<file path="config.mk">
export PLATFORM = sky130hd
export DESIGN_NAME = serial_shifter
export DESIGN_NICKNAME = d
export VERILOG_FILES = /design/src/rtl/serial_shifter_pkg.sv /design/src/rtl/serial_shifter.sv
export SDC_FILE = /design/constraint.sdc
export NUM_CORES = 1
export LEC_CHECK = 0
export CAP_MARGIN = 20
export CORE_MARGIN = 2
export CORE_UTILIZATION = 31
export CTS_CLUSTER_SIZE = 28
export DETAILED_ROUTE_END_ITERATION = 16
export GPL_ROUTABILITY_DRIVEN = 0
export PLACE_DENSITY = 0.6
export SLEW_MARGIN = 20
export SYNTH_ARGS = -nofsm -noshare
export SYNTH_HDL_FRONTEND = slang
export SYNTH_SLANG_ARGS = --single-unit
</file>
<file path="constraint.sdc">
create_clock -name clk -period 3.5 [get_ports clk]
set_input_delay 0.875 -clock clk [delete_from_list [all_inputs] [get_ports clk]]
set_output_delay 0.875 -clock clk [all_outputs]
set_load 0.005 [all_outputs]
</file>
<file path="src/rtl/serial_shifter_pkg.sv">
// Shared control encodings: shamt extender modes, shifter operations and shifter FSM states.
// Also provides the single-bit shift step used by the iterative shifter.
package serial_shifter_pkg;

   localparam int DATA_W  = 32;
   localparam int SHAMT_W = 5;

   // Shift-amount extender modes (the extender feeds the shifter's shamt input)
   typedef enum logic [1:0] {
      EXT_ZERO  = 2'b00,
      EXT_SIGN  = 2'b01,
      EXT_IMM5  = 2'b10,
      EXT_RSVD  = 2'b11
   } ext_e;

   typedef enum logic [1:0] {
      OP_SLL  = 2'b00,
      OP_SRL  = 2'b01,
      OP_SRA  = 2'b10,
      OP_RSVD = 2'b11
   } op_e;

   typedef enum logic [1:0] {
      ST_IDLE  = 2'b00,
      ST_SHIFT = 2'b01,
      ST_DONE  = 2'b10
   } state_e;

   // An arithmetic right shift never changes bit 31, so the working register's MSB
   // is always the sign bit latched at start.
   function automatic logic [DATA_W-1:0] shift_one(input op_e op_sel, input logic [DATA_W-1:0] value);
      logic [DATA_W-1:0] shifted;
      case (op_sel)
         OP_SLL:  shifted = {value[DATA_W-2:0], 1'b0};
         OP_SRL:  shifted = {1'b0, value[DATA_W-1:1]};
         OP_SRA:  shifted = {value[DATA_W-1], value[DATA_W-1:1]};
         default: shifted = value;
      endcase
      return shifted;
   endfunction

endpackage

</file>
<file path="src/rtl/serial_shifter.sv">
// Iterative one-bit-per-cycle barrel replacement: IDLE -> SHIFT (N cycles) -> DONE pulse.
// Result is only updated on entry to DONE, so it stays stable while a new shift runs.
module serial_shifter
   import serial_shifter_pkg::*;
(
   input  logic              clk,
   input  logic              rst,
   input  logic              start,
   input  logic [1:0]        op,
   input  logic [DATA_W-1:0] data_in,
   input  logic [DATA_W-1:0] shamt,
   output logic              busy,
   output logic              done,
   output logic [DATA_W-1:0] result
);

   state_e             state_reg, state_next;
   op_e                op_reg, op_next;
   logic [SHAMT_W-1:0] count_reg, count_next;
   logic [DATA_W-1:0]  work_reg, work_next;
   logic [DATA_W-1:0]  result_reg, result_next;

   op_e                op_in;
   logic [SHAMT_W-1:0] start_count;
   logic [DATA_W-1:0]  shifted;
   logic               unused_shamt_hi;

   assign op_in           = op_e'(op);
   assign unused_shamt_hi = ^shamt[DATA_W-1:SHAMT_W];
   // The reserved op is a pass-through: it takes the zero-length path straight to DONE.
   assign start_count     = (op_in == OP_RSVD) ? '0 : shamt[SHAMT_W-1:0];
   assign shifted         = shift_one(op_reg, work_reg);

   always_ff @(posedge clk) begin
      if (rst) begin
         state_reg  <= ST_IDLE;
         op_reg     <= OP_SLL;
         count_reg  <= '0;
         work_reg   <= '0;
         result_reg <= '0;
      end else begin
         state_reg  <= state_next;
         op_reg     <= op_next;
         count_reg  <= count_next;
         work_reg   <= work_next;
         result_reg <= result_next;
      end
   end

   always_comb begin
      state_next  = state_reg;
      op_next     = op_reg;
      count_next  = count_reg;
      work_next   = work_reg;
      result_next = result_reg;
      case (state_reg)
         ST_IDLE, ST_DONE: begin
            if (start) begin
               op_next    = op_in;
               work_next  = data_in;
               count_next = start_count;
               if (start_count == '0) begin
                  state_next  = ST_DONE;
                  result_next = data_in;
               end else begin
                  state_next = ST_SHIFT;
               end
            end else begin
               state_next = ST_IDLE;
            end
         end
         ST_SHIFT: begin
            work_next  = shifted;
            count_next = count_reg - 1'b1;
            if (count_reg == SHAMT_W'(1)) begin
               state_next  = ST_DONE;
               result_next = shifted;
            end
         end
         default: state_next = ST_IDLE;
      endcase
   end

   assign busy   = (state_reg == ST_SHIFT);
   assign done   = (state_reg == ST_DONE);
   assign result = result_reg;

endmodule

</file>
==> After elaboration in Yosys (flattened, before gate mapping) <==
Cells that the tools add are included.
W data, S select, Z words.
{ "totals": {"regBits": 73, "inputBits": 69, "out_inout_bits": 34, "elab_cells": 37} }
{ "classes": {"n_addsub": 1, "eq_ne": 9, "n_mux": 14, "n_reduce_logical": 8} }
{ "op_table": {"columns": ["op", "count"], "rows": [
  ["$mux W32", 4],
  ["$pmux W32 S2", 2],
  ["$pmux W32 S3", 1],
  ["$mux W5", 2],
  ["$pmux W5 S2", 1],
  ["$eq A2 B2 Y1 const B", 3],
  ["$mux W2", 3],
  ["$eq A5 B1 Y1 const B", 1],
  ["$logic_not A5 Y1", 1],
  ["$sub A5 B1 Y5 const B", 1],
  ["$eq A2 B1 Y1 const B", 2],
  ["$logic_not A2 Y1", 2],
  ["$ne A2 B2 Y1 const B", 2],
  ["$pmux W2 S2", 1],
  ["$reduce_and A2 Y1", 2],
  ["$reduce_and A4 Y1", 1],
  ["$ne A2 B1 Y1 const B", 1],
  ["$reduce_bool A2 Y1", 1],
  ["$reduce_or A2 Y1", 1]
]} }

==> Logic depth before layout (Yosys ltp) <==
{ "logic_depth": {"depth_word": 6, "ltp_mapped": 6} }

==> Worst setup path after synthesis <==
No wires, ideal clock.
{ "synth_path": {"path_kind": "input -> register", "start": "input shamt[4]", "end": "register result_reg[30], in the netlist result[30]", "setup_time_ns": 0.132, "arrival_ns": 2.030, "required_ns": 3.368, "slack_ns": 1.338, "path_stages": 5, "n_path_buf": 1, "path_cell_list": "or4b_4 > o211a_1 > clkbuf_1 > o21ai_1 > o41ai_2"} }
{ "synth_between": {"elab_chain_cells": 4} }
{ "synth_lines": {"columns": ["element", "line_no", "source"], "rows": [
  ["start: declaration", "serial_shifter.sv:11", "input logic [DATA_W-1:0] shamt,"],
  ["$mux W5", "serial_shifter.sv:31", "assign start_count = (op_in == OP_RSVD) ? '0 : shamt[SHAMT_W-1:0];"],
  ["$logic_not A5 Y1", "serial_shifter.sv:62", "if (start_count == '0) begin"],
  ["$ne A2 B2 Y1 (no line)", null, null],
  ["$reduce_and A4 Y1 (no line)", null, null],
  ["end signal: assignment", "serial_shifter.sv:46", "result_reg <= result_next;"],
  ["end: declaration", "serial_shifter.sv:21", "logic [DATA_W-1:0] result_reg, result_next;"]
]} }
No other way between the ends.
A chain may end at the register's enable or synchronous reset.

==> Worst setup path after layout <==
{ "layout_path": {"start": "register state_reg[0]", "end": "output busy"} }
{ "layout_between": {"elab_chain_cells": 1} }
{ "layout_lines": {"columns": ["element", "line_no", "source"], "rows": [
  ["start: declaration", "serial_shifter.sv:17", "state_e state_reg, state_next;"],
  ["start signal: assignment", "serial_shifter.sv:42", "state_reg <= state_next;"],
  ["$eq A2 B1 Y1", "serial_shifter.sv:84", "assign busy = (state_reg == ST_SHIFT);"],
  ["end: declaration", "serial_shifter.sv:12", "output logic busy,"]
]} }
No other way between the ends.

==> reports/metrics.csv <==
stage;metric;value;unit
global_routing;Tot GR Track Use;0.1796;
detailed_routing;DR WL/cell;17.24;um
sta;period utilization;0.8011;
synth;distinct cell type count after synthesis;38;
final_layout;ANT cells;0;
synth;ys flop type;dfxtp_1;
worst_setup_path;Crit Path Max Fanout;10;
power;Leak Pwr;1.749;nW
power;Switch Pwr;795.5;uW
synth;Mean Syn Cell Area;8.502;um2
global_routing;number of global-route vias before repair;4075;
placement;Area after DPL;0.005017;mm2
floorplanning;core area;0.01309;mm2
clock_tree;clock sink count;73;
clock_tree;post-cts sizing count;0;
sta;upper clock frequency limit;356.6;MHz
power;Pwr per Cell Area;500.3;mW/mm2
synth;leading area contributor after synthesis;dfxtp_1;
job;Max Cap Violations;0;
clock_tree;TritonCTS Buffers;9;
synth;Yosys top cell area share;0.3551;
sta;total negative setup slack;0;ns
clock_tree;post-CTS setup buffers;0;
sta;Setup violations, final;0;
detailed_routing;antenna viol nets, final;0;
worst_setup_path;Reg-to-Reg End;count_reg[3]$_SDFFE_PP0P_;
sta;Tmin final;2.804;ns
worst_setup_path;Arr. time, crit path;1.93;ns
floorplanning;I/O pin count;103;
clock_tree;H-tree depth;3;
power;Clk pwr share;0.378;
worst_hold_path;worst min-delay path class;reg2reg;
sta;final hold violations;0;
floorplanning;Initial Util;0.3145;
synth;register area share after synthesis;0.3551;
worst_setup_path;Setup crit end;busy;
synth;Post-synth EDFFs;0;
detailed_routing;routed vias/inst;5.538;
global_routing;largest net degree at the start of global routing;47;
final_layout;FILL cells;1291;
sta;final worst setup slack;0.6960;ns
floorplanning;Die W;119.2;um
detailed_routing;DRC;0;
floorplanning;Die ar.;0.01421;mm2
sta;Slew HR;0.4856;
global_routing;first-pass GRT wire length;20650;um
synth;Area contributors post-synth;dfxtp_1 36%, mux2i_1 14%, o2111ai_1 6.2%;
power;combinational share of power;0.239;
worst_setup_path;Reg2Reg Launch Point;state_reg[1]$_SDFFE_PP0P_;
clock_tree;Clock Tree Buf Depth;2;
sta;worst slew pin tran;0.7715;ns
final_layout;most common cell after layout, fill and taps aside;clkdlybuf4s50_1;
detailed_routing;drt pass-1 iters;5;
final_layout;Layout area overhead;29.74;%
final_layout;nets@finish;610;
power;internal cell power;1.875;mW
power;sequential share of power;0.383;
clock_tree;CTS Root Cell;clkbuf_16;
clock_tree;Worst-path clk slew;0.06;ns
clock_tree;clock latency on the worst-skew pair;0.34;ns
global_routing;initial antenna violation count;0;
power;Net Sw Frac;0.2979;
placement;IO Port Bufs;75;
power;total power;2.671;mW
synth;syn nets;555;
worst_setup_path;CP Launch Point;state_reg[0]$_SDFFE_PP0P_;
worst_setup_path;internal reg-to-reg setup slack;1.07;ns
synth;mapped cell area;0.004115;mm2
final_layout;layout cells sized above 1;0.08640;
clock_tree;CTS tree;built;
detailed_routing;vias;3987;
worst_setup_path;Worst R2R Path Depth;6;
final_layout;final std cells w/o fill;720;
final_layout;final instance area;0.005339;mm2
global_routing;Overflow after GRT;0;
clock_tree;hold_buf cts;0;
final_layout;most frequent cells in the layout;74 x clkdlybuf4s50_1, 72 x dfxtp_1, 58 x mux2i_1;
worst_setup_path;CP Class;reg2out;
placement;pre-CTS setup slack;0.4654;ns
sta;RSZ-0062 raised after global routing;no;
worst_setup_path;CP Capture Type;primary output;
synth;Post-Synthesis Cells;484;
synth;#FFs+latches synth;73;
placement;dpl cells;704;
detailed_routing;WL final;12410;um
worst_setup_path;Setup crit start kind;flip-flop;
placement;hpwl dp;8177;um
synth;Ys Warns;0;
synth;fraction of registers with async set/reset;0;
sta;max-slew violation count;0;
floorplanning;Die Ht;119.2;um
sta;clock skew;0.005384;ns
outcome;status;finished, final reports clean;
floorplanning;Rows;42;
detailed_routing;DR iter-0 viols;220;
worst_setup_path;Worst EP required;2.62;ns
power;Worst VDD drop;0.1862;mV
[kinds of logic (layout without fill, tap and decap cells)]
family / count (synthesis) / in the layout / synth area share
simple gates: 111 / 111 / 0.1271
compound gates: 183 / 183 / 0.2986
flops: 73 / 73 / 0.3551
fa+ha+maj: 2 / 2 / 0.006080
buf+inv: 51 / 111 / 0.05564
mux: 64 / 64 / 0.1575
[synthesized netlist by cell type (2+ instances only)]
master / instances
nand2b_1: 2
nor2b_1: 4
mux2_2: 6
and2_1: 20
o211ai_1: 6
a22oi_1: 29
clkbuf_1: 26
or3_1: 2
a221o_1: 2
buf_6: 3
and3b_1: 2
a31oi_1: 21
ha_1: 2
nor2_1: 17
mux2i_1: 58
o2111ai_1: 29
inv_1: 4
buf_1: 6
dfxtp_1: 73
o21ai_0: 34
nor3_1: 3
nand2_1: 57
o21ai_1: 2
a221oi_1: 5
a21oi_1: 45
buf_2: 12
nor3b_1: 2
a311oi_1: 2
[power by group through the flow]
stage	registers, mW	clock network [mW]	logic, mW
floorplan	1.01	0	0.408
global placement	1.03	0	0.623
detailed placement	1.04	0	0.638
CTS	1.02	1.03	0.641
global route	1.04	1.07	0.704
finish	1.02	1.01	0.638
[worst max-delay path, cell delays in order, from the launching register on]
cell and delay (ns):
dfxtp_1 0.49, nand2b_1 0.37, inv_1 0.21, clkdlybuf4s50_1 0.52
[routing by layer]
layer  vias to the layer above  GRT usage  share of wire
met5                         -          0              0
met4                         0    0.06845          0.021
met3                        17    0.03688          0.044
met2                        85     0.3068           0.48
met1                      1950     0.2217           0.45
li1                       1935          -              -
[per-stage QoR]
stage | hold slack [ns] | utilization
2_1_floorplan | 0.4408 | -
3_3_place_gp | 0.4575 | 0.3834
3_5_place_dp | 0.4675 | 0.3834
4_1_cts | 0.4801 | 0.4080
5_1_grt | 0.4918 | 0.4080
6_report | 0.4759 | 0.4080
[worst min-delay path by stage]
stage,startpoint,endpoint,slack (ns),cells after the start
2_1_floorplan,work_reg[0]$_SDFFE_PP0P_,work_reg[0]$_SDFFE_PP0P_,0.44,2
3_3_place_gp,work_reg[0]$_SDFFE_PP0P_,work_reg[0]$_SDFFE_PP0P_,0.46,2
3_5_place_dp,result[2]$_SDFFE_PP0P_,result[2]$_SDFFE_PP0P_,0.47,2
4_1_cts,result[15]$_SDFFE_PP0P_,result[15]$_SDFFE_PP0P_,0.48,2
5_1_grt,result[14]$_SDFFE_PP0P_,result[14]$_SDFFE_PP0P_,0.49,2
6_report,result[23]$_SDFFE_PP0P_,result[23]$_SDFFE_PP0P_,0.48,2
[layout make-up]
type	instances	area, um2	area share
clock buffer	11	242.7	0.04547
clock inverter	5	78.83	0.01476
inverter	4	15.01	0.002812
multi-input combinational	360	2439	0.4568
sequential	73	1465	0.2744
tap	176	220.2	0.04125
timing repair buffer	91	878.3	0.1645
(Power assumes the default switching activity.)
